<file path="src/rtl/bus_console.sv">
// Bus-mapped console: 16-byte register window feeding a TX byte FIFO.
// Define CONSOLE_IRQ_EN to add the registered empty interrupt and CTRL[1].
module bus_console #(
  parameter logic [31:0] BASE_ADDR = 32'h8000_0000,
  parameter int          DEPTH     = 16,
  parameter int          AW        = 4
) (
  input  logic        clk,
  input  logic        Nrst,
  input  logic [31:0] bus_addr,
  input  logic        bus_rd,
  input  logic        bus_wr,
  input  logic [31:0] bus_wdata,
  output logic [31:0] bus_rdata,
  output logic        bus_ready,
  output logic [7:0]  tx_data,
  output logic        tx_valid,
`ifdef CONSOLE_IRQ_EN
  output logic        irq,
`endif
  input  logic        tx_ready
);

  typedef enum logic [1:0] {
    IDLE,
    ACK,
    HOLD
  } state_e;

  localparam logic [AW:0] FULL_CNT = (AW+1)'(DEPTH);
  localparam logic [1:0]  OFF_DATA = 2'd0;
  localparam logic [1:0]  OFF_STAT = 2'd1;
  localparam logic [1:0]  OFF_CTRL = 2'd2;

  state_e        state_q, state_d;
  logic [1:0]    off_q, off_d;
  logic          wr_q, wr_d;
  logic [7:0]    wdata_q, wdata_d;
  logic          en_q, en_d;
  logic [AW:0]   count_q, count_d;
  logic [AW-1:0] rd_ptr_q, rd_ptr_d;
  logic [AW-1:0] wr_ptr_q, wr_ptr_d;
  logic [7:0]    mem [DEPTH];

  logic          irq_en;
  logic          sel, empty, full;
  logic          pop, push;
  logic          data_wr, ctrl_wr;
  logic          in_ack, stall, done;
  logic [8:0]    cnt9;
  logic [31:0]   rd_val;
  logic          unused;

  assign sel = (bus_addr[31:4] == BASE_ADDR[31:4])
             & (bus_rd | bus_wr);

  assign empty    = (count_q == '0);
  assign full     = (count_q == FULL_CNT);
  assign tx_valid = en_q & ~empty;
  assign tx_data  = empty ? 8'h00 : mem[rd_ptr_q];
  assign pop      = tx_valid & tx_ready;

  assign data_wr = wr_q & (off_q == OFF_DATA);
  assign ctrl_wr = wr_q & (off_q == OFF_CTRL);
  assign in_ack  = (state_q == ACK);
  // A full FIFO only takes the byte if a slot drains this same cycle
  assign stall   = data_wr & full & ~pop;
  assign done    = in_ack & ~stall;
  assign push    = done & data_wr;

  assign cnt9 = 9'(count_q);

  always_comb begin
    rd_val = '0;
    unique case (1'b1)
      off_q == OFF_STAT:
        rd_val = {16'h0, cnt9[7:0], 6'h0, empty, full};
      off_q == OFF_CTRL:
        rd_val = {30'h0, irq_en, en_q};
      default:
        rd_val = '0;
    endcase
  end

  assign bus_ready = done;
  assign bus_rdata = (done & ~wr_q) ? rd_val : '0;

  always_comb begin
    state_d  = state_q;
    off_d    = off_q;
    wr_d     = wr_q;
    wdata_d  = wdata_q;
    en_d     = en_q;
    unique case (state_q)
      IDLE: begin
        if (sel) begin
          off_d   = bus_addr[3:2];
          wr_d    = ~bus_rd;
          wdata_d = bus_wdata[7:0];
          state_d = ACK;
        end
      end
      ACK: begin
        if (done) begin
          state_d = HOLD;
          if (ctrl_wr) en_d = wdata_q[0];
        end
      end
      HOLD: begin
        if (~bus_rd & ~bus_wr) state_d = IDLE;
      end
      default: state_d = IDLE;
    endcase
  end

  always_comb begin
    count_d  = count_q + (AW+1)'(push) - (AW+1)'(pop);
    wr_ptr_d = wr_ptr_q + AW'(push);
    rd_ptr_d = rd_ptr_q + AW'(pop);
  end

  always_ff @(posedge clk or negedge Nrst) begin
    if (!Nrst) begin
      state_q  <= IDLE;
      off_q    <= '0;
      wr_q     <= 1'b0;
      wdata_q  <= '0;
      en_q     <= 1'b0;
      count_q  <= '0;
      rd_ptr_q <= '0;
      wr_ptr_q <= '0;
    end else begin
      state_q  <= state_d;
      off_q    <= off_d;
      wr_q     <= wr_d;
      wdata_q  <= wdata_d;
      en_q     <= en_d;
      count_q  <= count_d;
      rd_ptr_q <= rd_ptr_d;
      wr_ptr_q <= wr_ptr_d;
    end
  end

  always_ff @(posedge clk) begin
    if (push) mem[wr_ptr_q] <= wdata_q;
  end

`ifdef CONSOLE_IRQ_EN
  logic irq_en_q, irq_en_d;
  logic irq_q, irq_d;

  always_comb begin
    irq_en_d = irq_en_q;
    if (done & ctrl_wr) irq_en_d = wdata_q[1];
    irq_d = irq_en_q & empty;
  end

  always_ff @(posedge clk or negedge Nrst) begin
    if (!Nrst) begin
      irq_en_q <= 1'b0;
      irq_q    <= 1'b0;
    end else begin
      irq_en_q <= irq_en_d;
      irq_q    <= irq_d;
    end
  end

  assign irq_en = irq_en_q;
  assign irq    = irq_q;
`else
  assign irq_en = 1'b0;
`endif

  assign unused = ^{bus_wdata[31:8], bus_addr[1:0], cnt9[8]};

endmodule

</file>
<file path="config.mk">
export PLATFORM = sky130hd
export DESIGN_NAME = bus_console
export DESIGN_NICKNAME = d
export VERILOG_FILES = /design/src/rtl/bus_console.sv
export SDC_FILE = /design/constraint.sdc
export NUM_CORES = 1
export LEC_CHECK = 0
export CAP_MARGIN = 20
export CORE_MARGIN = 4
export CORE_UTILIZATION = 40
export CTS_BUF_LIST = sky130_fd_sc_hd__clkbuf_4 sky130_fd_sc_hd__clkbuf_8
export DETAILED_ROUTE_END_ITERATION = 8
export SYNTH_ARGS = -nofsm -noshare
export SYNTH_HDL_FRONTEND = slang
export SYNTH_SLANG_ARGS = --single-unit
</file>
<file path="constraint.sdc">
create_clock -name clk -period 4.75 [get_ports clk]
set_input_delay 0.95 -clock clk [delete_from_list [all_inputs] [get_ports clk]]
set_output_delay 0.95 -clock clk [all_outputs]
set_load 0.02 [all_outputs]
</file>
# Word level (Yosys, flattened, before mapping)
# Memories as Yosys holds them, arrays and structs flattened.
# Index checks and enable logic that the tools add are counted.
# W data, S select, Z words.
# totals
reg_bits	27
mem_bits_rw	128
in_bits	69
output_inout_bits	42
elab_cells	55
memories	1
# classes
n_addsub	4
n_eq_ne	9
muxes	9
bitwise_logic	18
n_reduce_logical	6
# memory_table
memory	words	width	rd	rd_clocked_by_memory_dff	wr	line_no	rtl
mem	16	8	1	0	1	43	logic [7:0] mem [DEPTH];
# op_table
operator	count
$mux W32	1
$eq A28 B28 Y1 const B	1
$pmux W13 S2	1
$and A1 B1 Y1	11
$add A4 B1 Y4	2
$mux W8	1
$mux W2	3
$not A1 Y1	6
$pmux W2 S3	1
$reduce_and A3 Y1	2
$add A5 B1 Y5	1
$eq A5 B5 Y1 const B	1
$logic_not A5 Y1	1
$sub A5 B1 Y5	1
$eq A2 B1 Y1 const B	2
$eq A2 B2 Y1 const B	2
$logic_not A2 Y1	2
$ne A2 B2 Y1 const B	2
$mux W1	2
$ne A2 B1 Y1 const B	1
$reduce_and A2 Y1	1
$or A1 B1 Y1	1

# Depth between registers and ports, before layout
# Gate-level depths: netlist (run 1).
# depth
word_depth	11
mapped_depth	14
mapped_depth_nobuf	14

# Worst setup path before layout (run 1)
# OpenSTA, ideal clock, no wires.
# synth_timing
path_kind	flip-flop to flip-flop
from	register count_q[3]
to	register count_q[4]
setup_time_ps	80
arrival_time_ps	2707
t_required_ps	4670
slack_ps	1963
stages_incl_launch_ff	14
synth_period_minus_slack_ps	2787
cell_sequence	dfrtp_1 inv_1 ha_1 or4b_2 and3_1 ha_1 inv_1 ha_1 inv_1 fa_1 inv_1 a21oi_1 o21bai_1 xnor2_1
# synth_between
elab_chain_cells	11
word_cells_on_any_way	13
classes_between	2 x add/sub; 1 x eq/ne; 9 x bitwise; 1 x reduce/logical
# synth_lines
item	line_no	rtl
start: declaration	40	logic [AW:0] count_q, count_d;
start signal: assignment	138	count_q <= count_d;
$logic_not A5 Y1	57	assign empty = (count_q == '0);
$not A1 Y1	59	assign tx_valid = en_q & ~empty;
$and A1 B1 Y1	59	
$and A1 B1 Y1	61	assign pop = tx_valid & tx_ready;
$not A1 Y1	67	assign stall = data_wr & full & ~pop;
$and A1 B1 Y1	67	
$not A1 Y1	68	assign done = in_ack & ~stall;
$and A1 B1 Y1	68	
$and A1 B1 Y1	69	assign push = done & data_wr;
$add A5 B1 Y5	117	count_d = count_q + (AW+1)'(push) - (AW+1)'(pop);
$sub A5 B1 Y5 *	117	
via count_d[4]	40	
# The timed path passes the listed nets; every way through them passes the cells marked *.
# A chain may end at the register's enable or synchronous reset.

# Worst setup path after layout (run 1)
# layout_timing
from	register rd_ptr_q[0]
to	output tx_data[3]
# layout_between
elab_chain_cells	2
# layout_lines
item	line_no	rtl
start: declaration	41	logic [AW-1:0] rd_ptr_q, rd_ptr_d;
start signal: assignment	139	rd_ptr_q <= rd_ptr_d;
$mem_v2 Z16 W8	--	
$mux W8	60	assign tx_data = empty ? 8'h00 : mem[rd_ptr_q];
end: declaration	16	output logic [7:0] tx_data,
# Every way passes these cells.

==> out/summary.txt, run 1 <==
end of the critical path -> tx_data[3]
Fmax achieved -> 252 MHz
clk sink count -> 155
via count -> 3,372
arrival time at the worst endpoint -> 3.01 ns
CTS tree -> built
Area contributors post-synth -> edfxtp_1 (59%), mux4_2 (11%), dfrtp_1 (10%)
setup_tns -> 0 ns
post-CTS sizing -> 0
synth unique cells -> 43
Post-Syn Area -> 0.00656 mm^2
final wirelength -> 13,100 um
Worst-Margin Slew -> 0.977 ns
worst path cell trace -> buf_4, mux4_2, mux2i_1, o22ai_1, clkdlybuf4s50_1
wl on met1 -> 5800 um
post-route ant nets -> 0
highest metal used -> met4
crit-path max cell delay -> 0.76 ns
EDFF count, synth -> 128
Reg2Reg Setup Slack -> 1.67 ns
CTS buffer count -> 17
largest net degree at the start of global routing -> 28
Critical Path Source Type -> flop
Yosys Warn Count -> 0
Worst Path Required -> 3.80 ns
Post-Syn Instances -> 366
worst-path fanout max -> 17
htree depth -> 4
Layout area overhead -> 18.5%
first-pass detailed-route iteration total -> 4
Max Slew Vio Count -> 0
Slew HR -> 34.6%
Reg-to-Reg End -> count_q[4]$_DFF_PN0_
power per cell area -> 321 mW/mm^2
DR vias/cell -> 5.04
leakage power -> 2.48 nW
period utilization -> 83.4%
port bufs -> 59
hpwl dp -> 8740 um
predominant post-synthesis flop cell -> edfxtp_1
first-pass GRT wire length -> 20,800 um
initial antenna violation count -> 0
# hold bufs at CTS -> 0
HP Class -> flop to flop
crit end category -> primary output
status -> finished clean
Initial Utilization -> 41.1%
area of the core -> 0.0159 mm^2
worst vdd ir -> 159 uV
biggest area consumer among synthesized cells -> edfxtp_1
RSZ-0062 raised after global routing -> false
total power -> 2.49 mW
Die Y -> 136 um
clock transition at the registers of the reported paths -> 0.08 ns
# diodes -> 0
metal3 WL -> 708 um
Met2 Routed Length -> 6530 um
slowest CP cell -> dfrtp_2
fraction of layout cells with a size suffix above 1 -> 20.5%
Congestion Overflow GR -> 0
post-synth top area share -> 58.6%
io pins -> 111
GP Congestion -> 0.733
post-CTS setup buffer count -> 0
drt initial violations -> 144
DRC -> 0
post-synthesis sequential area ratio -> 68.9%
CP Class -> flop to primary output
max cap viols -> 0
clock latency at the later pin of the worst-skew pair -> 0.44 ns
FFs w/ async S/R, synth -> 17.4%
gr usage total -> 15.3%
row cnt -> 46
Clock Path Buffers -> 2
Root Buffer -> clkbuf_8
CP startpoint -> rd_ptr_q[0]$_DFF_PN0_
hold_sp -> off_q[1]$_DFFE_PN0P_
final clock skew -> 0.00787 ns
Nets -> 523
final setup vio count -> 0
Reg-to-Reg Start -> count_q[2]$_DFF_PN0_
vias in the first global route -> 3,648
Yosys reg bits -> 155
WL/cell -> 19.6 um
reg2reg path depth -> 13
die area -> 0.0185 mm^2
Hold Violations, Final -> 0
die width -> 136 um
clock period minus worst slack -> 3.96 ns
Mapped Avg Cell Area -> 17.9 um^2
==> through the flow <==
step,hold WS (ns),cells,util [%],setup WS (ns),area [um^2]
after floorplan,0.473,390,-,1.96,6650
after global placement,0.531,635,46.0,1.19,7340
after detailed placement,0.529,635,46.0,1.18,7340
after CTS,0.547,667,48.5,0.679,7730
after global routing,0.566,669,48.7,0.555,7770
final,0.545,669,48.7,0.787,7770
==> metal layers <==
| layer | vias to the layer above | GRT usage, % |
|---|---|---|
| met5 | - | 0 |
| met4 | 0 | 3.36 |
| met3 | 12 | 4.37 |
| met2 | 101 | 25.4 |
| met1 | 1733 | 20.1 |
| li1 | 1526 | - |
==> state kept, by name, indices dropped and copies added, names as in the netlist, 2 cells and up <==
name / flops
off_q: 2
count_q: 5
mem: 128
wr_ptr_q: 4
rd_ptr_q: 4
state_q: 2
wdata_q: 8
==> cell families (layout without fill, tap and decap cells) <==
kind of cell | Yosys count | after routing | share of synthesized area (%)
muxes | 59 | 59 | 15.3
other | 1 | 25 | 0.0572
buffers and inverters | 50 | 113 | 4.41
adders and majority gates | 14 | 14 | 2.79
DFF | 155 | 155 | 68.9
xor gates and xnor gates | 8 | 8 | 1.07
AOI/OAI and AO/OA | 20 | 20 | 2.00
and+or+nand+nor | 59 | 59 | 5.40
==> report_power, final <==
part	leakage (nW)	switching [mW]	internal [mW]
combinational	0.932	0.0282	0.0319
clock	0.205	0.466	0.517
sequential	1.34	0.0000000961	1.45
==> layout by cell type (no fill, tap or decap), types with 3 or more instances in the layout <==
cell type,n
conb_1,25
and2_1,7
ha_1,13
mux2i_1,16
xnor2_1,4
clkinv_2,8
nand2b_1,5
clkbuf_8,17
edfxtp_1,128
nor2_1,11
xor2_1,4
buf_4,10
mux4_2,32
nand2_1,6
mux2_2,11
clkdlybuf4s50_1,59
nor4_1,8
o22ai_1,8
bufinv_16,3
nand3_1,4
dfrtp_1,26
inv_1,11
nor3_1,3
==> worst max-delay path: cells and delay by family, from the launching register on <==
kind / cells / cell delay [ns]
buffers and inverters: 2 / 0.87
multiplexers: 2 / 0.80
flip-flops: 1 / 0.76
AO/OA/AOI/OAI: 1 / 0.14
==> synthesized netlist by cell type, types with 6 or more instances <==
library cell / n
edfxtp_1: 128
mux4_2: 32
dfrtp_1: 27
buf_4: 25
mux2i_1: 16
ha_1: 13
inv_1: 11
mux2_2: 11
nor2_1: 11
clkbuf_1: 8
nor4_1: 8
o22ai_1: 8
and2_1: 7
buf_2: 6
nand2_1: 6
==> worst min path at each step <==
stage                             to  slack (ns)  cells past startpoint
3_3_place_gp    off_q[1]$_DFFE_PN0P_        0.53                      1
5_1_grt         off_q[1]$_DFFE_PN0P_        0.57                      1
4_1_cts         off_q[1]$_DFFE_PN0P_        0.55                      1
2_1_floorplan  rd_ptr_q[0]$_DFF_PN0_        0.47                      1
6_report        off_q[1]$_DFFE_PN0P_        0.54                      1
3_5_place_dp    off_q[1]$_DFFE_PN0P_        0.53                      1
==> final cells by class <==
cell class / instances / area, um^2
Fill cell: 1360 / 8170
Sequential cell: 155 / 4520
Multi-Input combinational cell: 185 / 1850
Timing Repair Buffer: 70 / 693
Tap cell: 216 / 270
Clock buffer: 18 / 241
Clock inverter: 14 / 154
Inverter: 11 / 41.3
Power figures use the tool's default switching activity.
==> inputs of run 2 (changes only) <==
clock period = 3.85 ns   (was 4.75 ns; I/O delays follow)
==> run 2 against run 1 <==
Compared with the run above:
- count of clock-buffer cells in the layout is the same
- clock skew grew 0.0067 ns
- clock power grew 28%
- sequential share of layout area shrank 0.73 points
- worst hold slack lost 0.034 ns
- via count grew 0.27%
- final cell count grew 1.6%
- largest cell class unchanged
- largest power group unchanged
- highest routed layer unchanged
==> out/summary.txt, run 2 (synthesis results as in run 1) <==
leading cell types in the layout, fill and taps excluded -> edfxtp_1 (128), clkdlybuf4s50_1 (59), mux4_2 (32), dfrtp_1 (26), conb_1 (25)
placed inst area -> 0.00745 mm^2
max reg flops -> 128
Initial Utilization -> 41.1%
vias in the first global route -> 3,554
io pins -> 111
worst vdd ir -> 210 uV
most common cell after layout, fill and taps aside -> edfxtp_1
die area -> 0.0185 mm^2
worst-path fanout max -> 8
crit-path max cell delay -> 0.73 ns
CP delay by family, top -> simple AND/OR/NAND/NOR gates
Nets -> 536
clock transition at the registers of the reported paths -> 0.08 ns
hpwl dp -> 8620 um
Reg2Reg Setup Slack -> 0.72 ns
final wirelength -> 12,600 um
slowest CP cell -> or4b_2
CP Class -> flop to primary output
via count -> 3,381
Slew HR -> 35.0%
Final Instance Area -> 0.00787 mm^2
Fmax achieved -> 281 MHz
power per cell area -> 398 mW/mm^2
initial antenna violation count -> 0
gr usage total -> 14.6%
period utilization -> 92.3%
# hold bufs at CTS -> 0
largest net degree at the start of global routing -> 34
DRC -> 0
max cap viols -> 0
Buffers & Inverters on Critical Path -> 2
worst path cell trace -> inv_1, ha_1, or4b_2, nand2_2, o22ai_1, clkdlybuf4s50_1
HP Class -> flop to flop
clock period minus worst slack -> 3.55 ns
Clock Path Buffers -> 2
Max Slew Vio Count -> 0
Root Buffer -> clkbuf_8
die width -> 136 um
Critical Path Source Type -> flop
Layout area overhead -> 20.0%
htree depth -> 4
clk sink count -> 155
area of the core -> 0.0159 mm^2
arrival time at the worst endpoint -> 2.78 ns
RSZ-0062 raised after global routing -> false
Congestion Overflow GR -> 0
Hold Violations, Final -> 0
CTS buffer count -> 17
Reg with most FFs -> mem
final clock skew -> 0.0145 ns
drt initial violations -> 163
port bufs -> 59
setup_tns -> 0 ns
status -> finished clean
CTS tree -> built
first-pass GRT wire length -> 19,900 um
first-pass detailed-route iteration total -> 4
WHS -> 0.511 ns
leakage power -> 2.54 nW
DR vias/cell -> 4.97
Hold EP -> rd_ptr_q[1]$_DFF_PN0_
Die Y -> 136 um
final setup vio count -> 0
crit end category -> primary output
post-route ant nets -> 0
WL/cell -> 18.5 um
# diodes -> 0
row cnt -> 46
registers with the most flip-flops -> mem: 128 flops, wdata_q: 8 flops, count_q: 5 flops
Worst Path Required -> 3.08 ns
GP Congestion -> 0.729
reg2reg path depth -> 13
Reg-to-Reg End -> count_q[4]$_DFF_PN0_
Reg-to-Reg Start -> count_q[3]$_DFF_PN0_
clock latency at the later pin of the worst-skew pair -> 0.43 ns
Worst-Margin Slew -> 0.973 ns
fraction of layout cells with a size suffix above 1 -> 22.2%
Hold Path Stages -> 1
hold_sp -> rd_ptr_q[1]$_DFF_PN0_
==> run 2: layout make-up <==
class	instances	area, um^2
Fill cell	1321	8080
Sequential cell	155	4520
Multi-Input combinational cell	185	1850
Timing Repair Buffer	83	771
Tap cell	216	270
Clock buffer	18	241
Clock inverter	12	175
Inverter	11	41.3
==> run 2: how the worst max path moves through the flow <==
stage,depth (start not counted),startpoint,slack (ns),endpoint
after floorplan,13,count_q[3]$_DFF_PN0_,1.06,count_q[4]$_DFF_PN0_
after CTS,6,count_q[3]$_DFF_PN0_,0.13,tx_data[0]
after global routing,6,count_q[3]$_DFF_PN0_,0.12,bus_rdata[0]
after global placement,6,count_q[2]$_DFF_PN0_,0.66,tx_data[0]
after detailed placement,6,count_q[3]$_DFF_PN0_,0.63,tx_data[0]
final,6,count_q[3]$_DFF_PN0_,0.30,tx_data[0]
==> run 2: worst reg2reg max path: cells and delay by family (launching register included) <==
family | cells | cell delay, ns
DFF | 1 | 0.41
and+or+nand+nor | 2 | 1.00
adders and majority gates | 4 | 1.01
xor gates and xnor gates | 1 | 0.13
AOI/OAI and AO/OA | 2 | 0.22
buffers and inverters | 4 | 0.29
==> run 2: repair_timing <==
action	in CTS	in global routing
gates resized for setup	0	2
setup buffers	0	0
endpoints found under the setup margin	0	2
==> run 2: metrics by stage <==
stage               utilization [%]  worst slack (ns)  std cells  power, mW
detailed placement             46.7             0.631        650       1.90
CTS                            49.3             0.130        680       3.16
global placement               46.7             0.655        650       1.90
global route                   49.3             0.116        680       3.25
floorplan                         -              1.06        390       1.87
finish                         49.3             0.295        680       3.13
==> run 2: power by group <==
part | total (mW) | leakage (nW) | internal [mW] | switching (mW)
clock | 1.26 | 0.195 | 0.703 | 0.560
sequential | 1.79 | 1.34 | 1.79 | 0.000000119
combinational | 0.0744 | 0.997 | 0.0394 | 0.0350
total | 3.13 | 2.54 | 2.53 | 0.595
==> run 2: routing by layer <==
layer  wire, um  global-route usage, %
met5          0                      0
met4         74                   3.36
met3        611                   4.40
met2       6290                   23.9
met1       5580                   19.4
